==> src/rtl/conv_sequencer.sv <==
// conv_sequencer
// ---------------------------------------------------------------------------
// Walks one frame in raster order per start pulse. For every pixel it issues
// the window-centre address on raddr_alu, receives a packed 3x3 RGB444 window
// on rdata_alu one cycle later, and convolves it with one of four ROM kernels.
// It writes the filtered pixel back on waddr_alu/wdata_alu/wen_alu. Throughput
// is one pixel per cycle; issue-to-write latency is 3 cycles.
//
// Optional build macro:
//   CONV_ABS_EN  defined   : a negative shifted sum is replaced by its magnitude
//                            before clamping (magnitude edge detection).
//                undefined : negative sums clamp to 0.
//
// Ports:
//   sys_clk      in   system clock
//   rst          in   asynchronous active-high reset
//   start        in   single-cycle frame start request (ignored while busy)
//   kernel_sel   in   0 identity, 1 gaussian, 2 sharpen, 3 edge (latched at start)
//   pass_thru    in   write every pixel unchanged (latched at start)
//   hold         in   pipeline freeze request
//   raddr_alu    out  window-centre read address
//   rdata_alu    in   3x3 window, tap k=3*row+col at bits [k*DW +: DW]
//   waddr_alu    out  write address
//   wdata_alu    out  filtered pixel
//   wen_alu      out  write enable
//   busy         out  frame in progress
//   done         out  one-cycle pulse after the last write of a frame
//   o_dbg_state  out  FSM state (0 IDLE, 1 RUN, 2 DRAIN)
//
// Flow control: hold is a stall. While hold=1 no pipeline stage and no
// address counter advances, and wen_alu is forced low in that same cycle; a
// write parked in the output stage is issued on the first cycle hold is low.
// The read memory keeps sampling raddr_alu during a stall, so the window
// belonging to the stage-1 pixel is captured on the first held cycle and
// replayed when the pipeline resumes.
// ---------------------------------------------------------------------------
module conv_sequencer #(
  parameter int DW    = 12,
  parameter int IMG_W = 320,
  parameter int IMG_H = 240,
  parameter int AW    = 17
) (
  input  logic            sys_clk,
  input  logic            rst,
  input  logic            start,
  input  logic [1:0]      kernel_sel,
  input  logic            pass_thru,
  input  logic            hold,
  output logic [AW-1:0]   raddr_alu,
  input  logic [9*DW-1:0] rdata_alu,
  output logic [AW-1:0]   waddr_alu,
  output logic [DW-1:0]   wdata_alu,
  output logic            wen_alu,
  output logic            busy,
  output logic            done,
  output logic [1:0]      o_dbg_state
);

  localparam int XW = (IMG_W > 1) ? $clog2(IMG_W) : 1;
  localparam int YW = (IMG_H > 1) ? $clog2(IMG_H) : 1;
  localparam logic [AW-1:0] LAST_ADDR = AW'(IMG_W * IMG_H - 1);
  localparam logic [XW-1:0] X_LAST    = XW'(IMG_W - 1);
  localparam logic [YW-1:0] Y_LAST    = YW'(IMG_H - 1);

  typedef enum logic [1:0] {
    ST_IDLE  = 2'd0,
    ST_RUN   = 2'd1,
    ST_DRAIN = 2'd2
  } state_t;

  state_t            r_state;
  logic [1:0]        r_ksel;
  logic              r_pass;
  logic              r_busy;
  logic              r_done;

  // S0: address issue
  logic [XW-1:0]     r_x;
  logic [YW-1:0]     r_y;
  logic [AW-1:0]     r_raddr;
  logic              r_v0;

  // S1: window arriving from memory
  logic              r_v1;
  logic [AW-1:0]     r_a1;
  logic              r_byp1;
  logic [9*DW-1:0]   r_win_hold;
  logic              r_use_hold;

  // S2: registered products
  logic              r_v2;
  logic [AW-1:0]     r_a2;
  logic              r_byp2;
  logic [DW-1:0]     r_ctr2;
  logic signed [8:0] r_prod [27];

  // S3: output
  logic              r_v3;
  logic [AW-1:0]     r_waddr;
  logic [DW-1:0]     r_wdata;

  logic              w_border0;
  logic [9*DW-1:0]   w_win;
  logic signed [8:0] w_prod [27];
  logic [2:0]        w_shift;
  logic [DW-1:0]     w_pix;

  // Kernel ROM. Weights are held in 5 bits because the edge kernel's centre
  // weight of +8 does not fit a signed 4-bit field.
  function automatic logic signed [4:0] kern_w(input logic [1:0] sel, input int k);
    logic signed [4:0] w;
    w = 5'sd0;
    case (sel)
      2'd0:    w = (k == 4) ? 5'sd1 : 5'sd0;
      2'd1:    w = (k == 4) ? 5'sd4 : ((k % 2) == 1) ? 5'sd2 : 5'sd1;
      2'd2:    w = (k == 4) ? 5'sd5 : ((k % 2) == 1) ? -5'sd1 : 5'sd0;
      default: w = (k == 4) ? 5'sd8 : -5'sd1;
    endcase
    return w;
  endfunction

  assign w_border0 = (r_x == '0) || (r_x == X_LAST) || (r_y == '0) || (r_y == Y_LAST);
  assign w_win     = r_use_hold ? r_win_hold : rdata_alu;
  assign w_shift   = (r_ksel == 2'd1) ? 3'd4 : 3'd0;

  // S1 -> S2: 27 products, unsigned 4-bit sample times signed weight.
  always_comb begin
    logic signed [8:0] smp9;
    logic signed [8:0] wt9;
    logic signed [4:0] wt;
    smp9 = '0;
    wt9  = '0;
    wt   = '0;
    for (int i = 0; i < 27; i++) w_prod[i] = '0;
    for (int k = 0; k < 9; k++) begin
      wt  = kern_w(r_ksel, k);
      wt9 = $signed({{4{wt[4]}}, wt});
      for (int c = 0; c < 3; c++) begin
        smp9 = $signed({5'b0, w_win[k*DW + c*4 +: 4]});
        w_prod[k*3 + c] = smp9 * wt9;
      end
    end
  end

  // S2 -> S3: per-channel sum, arithmetic shift, optional magnitude, clamp.
  always_comb begin
    logic signed [12:0] acc;
    logic signed [12:0] shf;
    acc   = '0;
    shf   = '0;
    w_pix = '0;
    for (int c = 0; c < 3; c++) begin
      acc = '0;
      for (int k = 0; k < 9; k++) begin
        acc = acc + $signed({{4{r_prod[k*3 + c][8]}}, r_prod[k*3 + c]});
      end
      shf = acc >>> w_shift;
`ifdef CONV_ABS_EN
      if (shf < 13'sd0) shf = -shf;
`endif
      if (shf < 13'sd0)       w_pix[c*4 +: 4] = 4'd0;
      else if (shf > 13'sd15) w_pix[c*4 +: 4] = 4'd15;
      else                    w_pix[c*4 +: 4] = shf[3:0];
    end
  end

  always_ff @(posedge sys_clk or posedge rst) begin
    if (rst) begin
      r_state    <= ST_IDLE;
      r_ksel     <= '0;
      r_pass     <= 1'b0;
      r_busy     <= 1'b0;
      r_done     <= 1'b0;
      r_x        <= '0;
      r_y        <= '0;
      r_raddr    <= '0;
      r_v0       <= 1'b0;
      r_v1       <= 1'b0;
      r_a1       <= '0;
      r_byp1     <= 1'b0;
      r_win_hold <= '0;
      r_use_hold <= 1'b0;
      r_v2       <= 1'b0;
      r_a2       <= '0;
      r_byp2     <= 1'b0;
      r_ctr2     <= '0;
      for (int i = 0; i < 27; i++) r_prod[i] <= '0;
      r_v3       <= 1'b0;
      r_waddr    <= '0;
      r_wdata    <= '0;
    end else begin
      r_done <= 1'b0;

      // First held cycle: keep the window that belongs to the S1 pixel.
      if (hold && r_v1 && !r_use_hold) begin
        r_win_hold <= rdata_alu;
        r_use_hold <= 1'b1;
      end

      if (!hold) begin
        r_use_hold <= 1'b0;
        r_v3 <= r_v2;
        if (r_v2) begin
          r_waddr <= r_a2;
          r_wdata <= r_byp2 ? r_ctr2 : w_pix;
        end
        r_v2 <= r_v1;
        if (r_v1) begin
          r_a2   <= r_a1;
          r_byp2 <= r_byp1;
          r_ctr2 <= w_win[4*DW +: DW];
          for (int i = 0; i < 27; i++) r_prod[i] <= w_prod[i];
        end
        r_v1 <= r_v0;
        if (r_v0) begin
          r_a1   <= r_raddr;
          r_byp1 <= r_pass | w_border0;
        end
      end

      case (r_state)
        ST_IDLE: begin
          if (start) begin
            r_state <= ST_RUN;
            r_busy  <= 1'b1;
            r_ksel  <= kernel_sel;
            r_pass  <= pass_thru;
            r_x     <= '0;
            r_y     <= '0;
            r_raddr <= '0;
            r_v0    <= 1'b1;
          end
        end
        ST_RUN: begin
          if (!hold) begin
            if (r_raddr == LAST_ADDR) begin
              r_v0    <= 1'b0;
              r_state <= ST_DRAIN;
            end else begin
              r_raddr <= r_raddr + 1'b1;
              if (r_x == X_LAST) begin
                r_x <= '0;
                r_y <= r_y + 1'b1;
              end else begin
                r_x <= r_x + 1'b1;
              end
            end
          end
        end
        ST_DRAIN: begin
          // Only one frame is ever in flight, so the last address leaving
          // the output stage marks an empty pipeline.
          if (!hold && r_v3 && (r_waddr == LAST_ADDR)) begin
            r_state <= ST_IDLE;
            r_busy  <= 1'b0;
            r_done  <= 1'b1;
          end
        end
        default: r_state <= ST_IDLE;
      endcase
    end
  end

  assign raddr_alu   = r_raddr;
  assign waddr_alu   = r_waddr;
  assign wdata_alu   = r_wdata;
  assign wen_alu     = r_v3 & ~hold;
  assign busy        = r_busy;
  assign done        = r_done;
  assign o_dbg_state = r_state;

endmodule

==> config.mk <==
export PLATFORM = sky130hd
export DESIGN_NAME = conv_sequencer
export DESIGN_NICKNAME = d
export VERILOG_FILES = /design/src/rtl/conv_sequencer.sv
export SDC_FILE = /design/constraint.sdc
export NUM_CORES = 2
export LEC_CHECK = 0
export ABC_CLOCK_PERIOD_IN_PS = 17550
export CELL_PAD_IN_SITES_DETAIL_PLACEMENT = 1
export CELL_PAD_IN_SITES_GLOBAL_PLACEMENT = 2
export CORE_UTILIZATION = 37
export DETAILED_ROUTE_END_ITERATION = 7
export GPL_ROUTABILITY_DRIVEN = 0
export PLACE_DENSITY = 0.75
export RECOVER_POWER = 50
export SKIP_LAST_GASP = 1
export SYNTH_ARGS = -nofsm -noshare
export SYNTH_HDL_FRONTEND = slang
export SYNTH_SLANG_ARGS = --single-unit
==> constraint.sdc <==
create_clock -name sys_clk -period 17.55 [get_ports sys_clk]
set_input_delay 3.51 -clock sys_clk [delete_from_list [all_inputs] [get_ports sys_clk]]
set_output_delay 3.51 -clock sys_clk [all_outputs]
set_load 0.01 [all_outputs]
==> flow_metrics.tcl <==
set metrics [dict create \
    cts_buffers 67 \
    violations "capacitance limit, slew limit" \
    clock_path_buffers 3 \
    finalHoldViolCount 0 \
    crit_fanout 159 \
    clk_pin_slew_ns 0.06 \
    seq_area_frac_synth_pct 29.62 \
    ys_types 64 \
    grt_max_degree 160 \
    skew_ns 0.03265 \
    drc_errors 0 \
    final-seq-area_um2 11870 \
    setup_viol 0 \
    dr.pass1.iters 5 \
    synth_nets 5075 \
    post_cts_buffers 0 \
    grt.overflow.total 0 \
    hold_depth 2 \
    grt_pass1_wl_um 180900 \
    netlist_area_um2 40050 \
    hold-path-endpoint "r_a2[13]" \
    initial_core_util_pct 37.36 \
    synth-edff-count 0 \
    syn_avg_cell_area_um2 9.652 \
    max_freq_mhz 88.73 \
    final_layout_size_suffix_gt1_share_pct 6.647 \
    io_pins 166 \
    route.vias.total 27930 \
    crit_arrival_ns 11.80 \
    start_kind "input port" \
    r2r-end "r_prod[235]" \
    grt_use_total_pct 21.71 \
    yosys_warnings 0 \
    worstHoldStart "r_a1[13]" \
    hold_ws_ns 0.4621 \
    synthToLayoutAreaGrowth_pct 13.36 \
    synthCells 4149 \
    cp_cell_sequence "dlygate4sd3_1 > nor2b_1 > clkbuf_1 > nand2_1 > nand2_1" \
    final-max-slew-violation-count 638 \
    antenna_found_initial 5 \
    crit_path_end_kind "register" \
    period_share_pct 64.22 \
    synth-seq-cells 474 \
    cpPeakStageDelay_ns 5.35 \
    drt_iter0_markers 1216 \
    htreeDepth 3 \
    cp_data_required_time_ns 18.08 \
    hold_class "register to register" \
    crit_top_cell "nand2_1" \
    root_buffer "clkbuf_16" \
    outcome "finished, violations left" \
    totalWireLength_um 114100 \
    critPathSlowestCell "clkbuf_1" \
    die_y_um 331.0 \
    dieArea_um2 109600 \
    drtAntennaViolNets 0 \
    cap_violations 10 \
    instances_no_fill 5725 \
    drt-wirelength-per-cell_um 19.93 \
    nFillCells 12220 \
    crit_type "input port to register" \
    tritoncts "built" \
    r2r_start "r_v1" \
    cts_hold_buffers 0 \
    grt_pass1_vias 30730 \
    crit_start "hold" \
    clock_sinks 474 \
    cts_resized 0 \
    nets 5193 \
    multi_input_area_um2 24900 \
    ff2ff_path_depth 4 \
    core_um2 107200 \
    ys.flop_type "dfrtp_1" \
    clock_latency_ns 0.63 \
    relSlewSlack_pct -415.3 \
    max_slew.worst_pin.slew_ns 7.730 \
    vias_per_cell 4.878 \
    rows 120 \
    fin_tns_setup_ns 0 \
    min_period_ns 11.27 \
    dp_cells 5601 \
    numPortBuffers 165 \
    rrSetupSlack_ns 9.57 \
    rsz0062_at_grt "false" \
    die-width_um 331.0 \
    async_flop_share_pct 100.0 \
    dp_hpwl_um 90700 \
]
-- state kept, by name, indices dropped and copies added, names as in the netlist --
register and flops:
r_prod 243, r_win_hold 108, r_a1 17, r_a2 17, raddr_alu 17, waddr_alu 17
r_ctr2 12, wdata_alu 12, r_x 9, r_y 8, o_dbg_state 2, r_ksel 2
busy 1, done 1, r_byp1 1, r_byp2 1, r_pass 1, r_use_hold 1
r_v0 1, r_v1 1, r_v2 1, r_v3 1
-- placed cells by master, fill, tap and decap left out, types with 9 or more instances in the layout --
master             n
mux2i_1          118
dfrtp_1          473
a21oi_1          131
mux2_2           140
clkdlybuf4s50_1  119
ha_1             437
o21a_1            10
xnor2_1           96
xor2_1           106
o21ai_0          255
o21bai_1          15
nand4_1           12
clkinv_2          10
buf_4             21
clkbuf_8          12
a21o_1            79
dlygate4sd3_1     46
clkbuf_16         67
nand2b_1          58
nor2_1           195
nand3_1           18
and2_1            19
nand2_1          569
fa_1             372
inv_1            725
clkbuf_1          18
nor2b_1           53
and3_1            15
o31ai_1            9
a31oi_1           10
-- cells in the mapped netlist, types with 15 or more instances --
cell type	count	area [um^2]
mux2_2	140	1577
xor2_1	106	928.4
nand2_1	569	2136
and3_1	15	93.84
inv_1	727	2729
and2_1	19	118.9
buf_1	17	63.81
o21bai_1	15	112.6
o21ai_0	255	1276
a21oi_1	131	655.6
nand2b_1	58	362.9
xnor2_1	96	840.8
nor2b_1	54	337.8
mux2i_1	118	1181
ha_1	439	5493
clkbuf_1	124	465.5
fa_1	372	7447
nor2_1	196	735.7
a21o_1	79	593.1
nand3_1	18	90.09
dfrtp_1	474	11860
-- routing by layer --
layer  track usage, %  vias up  routed length [um]
li1                 -    13390                   -
met1            30.12    14130               54290
met2            35.85      290               53980
met3            2.353      124                2961
met4            6.163        2                2889
met5                0        -                  12
-- worst max-delay path: cells and delay by family --
kind,cells,cell delay [ns]
AND/OR/NAND/NOR,3,1.98
buffers and inverters,2,6.11
-- worst max path at each step --
stage | endpoint | slack (ns) | depth (start not counted)
2_1_floorplan | busy | 0.82 | 1
3_3_place_gp | wen_alu | 8.97 | 3
3_5_place_dp | wen_alu | 8.93 | 3
4_1_cts | wen_alu | 8.93 | 3
5_1_grt | r_prod[225] | 5.75 | 6
6_report | r_prod[235] | 6.28 | 5
-- cell families (layout without fill, tap and decap cells) --
logic type	Yosys count	after routing	synth area share, %
compound gates	546	546	7.892
xor+xnor	202	202	4.418
fa+ha+maj	811	811	32.31
buf+inv	873	1042	8.214
flops	474	474	29.62
mux	258	258	6.886
other cells	0	4	0
simple gates	985	985	10.66
-- cell type report --
class	instances	share of cell area [%]
Tap cell	1403	3.867
Inverter	727	6.014
Timing Repair Buffer	195	4.060
Sequential cell	474	26.14
Clock inverter	32	0.9315
Antenna cell	4	0.02205
Multi-Input combinational cell	2802	54.84
Clock buffer	88	4.131
-- metrics by stage --
| step | setup WS (ns) | util (%) | area, um^2 |
|---|---|---|---|
| floorplan | 0.8175 | - | 40050 |
| global placement | 8.967 | 40.28 | 43180 |
| detailed placement | 8.927 | 40.28 | 43180 |
| CTS | 8.925 | 42.42 | 45480 |
| global route | 5.747 | 42.34 | 45390 |
| finish | 6.279 | 42.35 | 45400 |
Power is left out: the tool's default activity adds up to more than one toggle a clock period on the data nets, which glitch-free logic cannot reach.
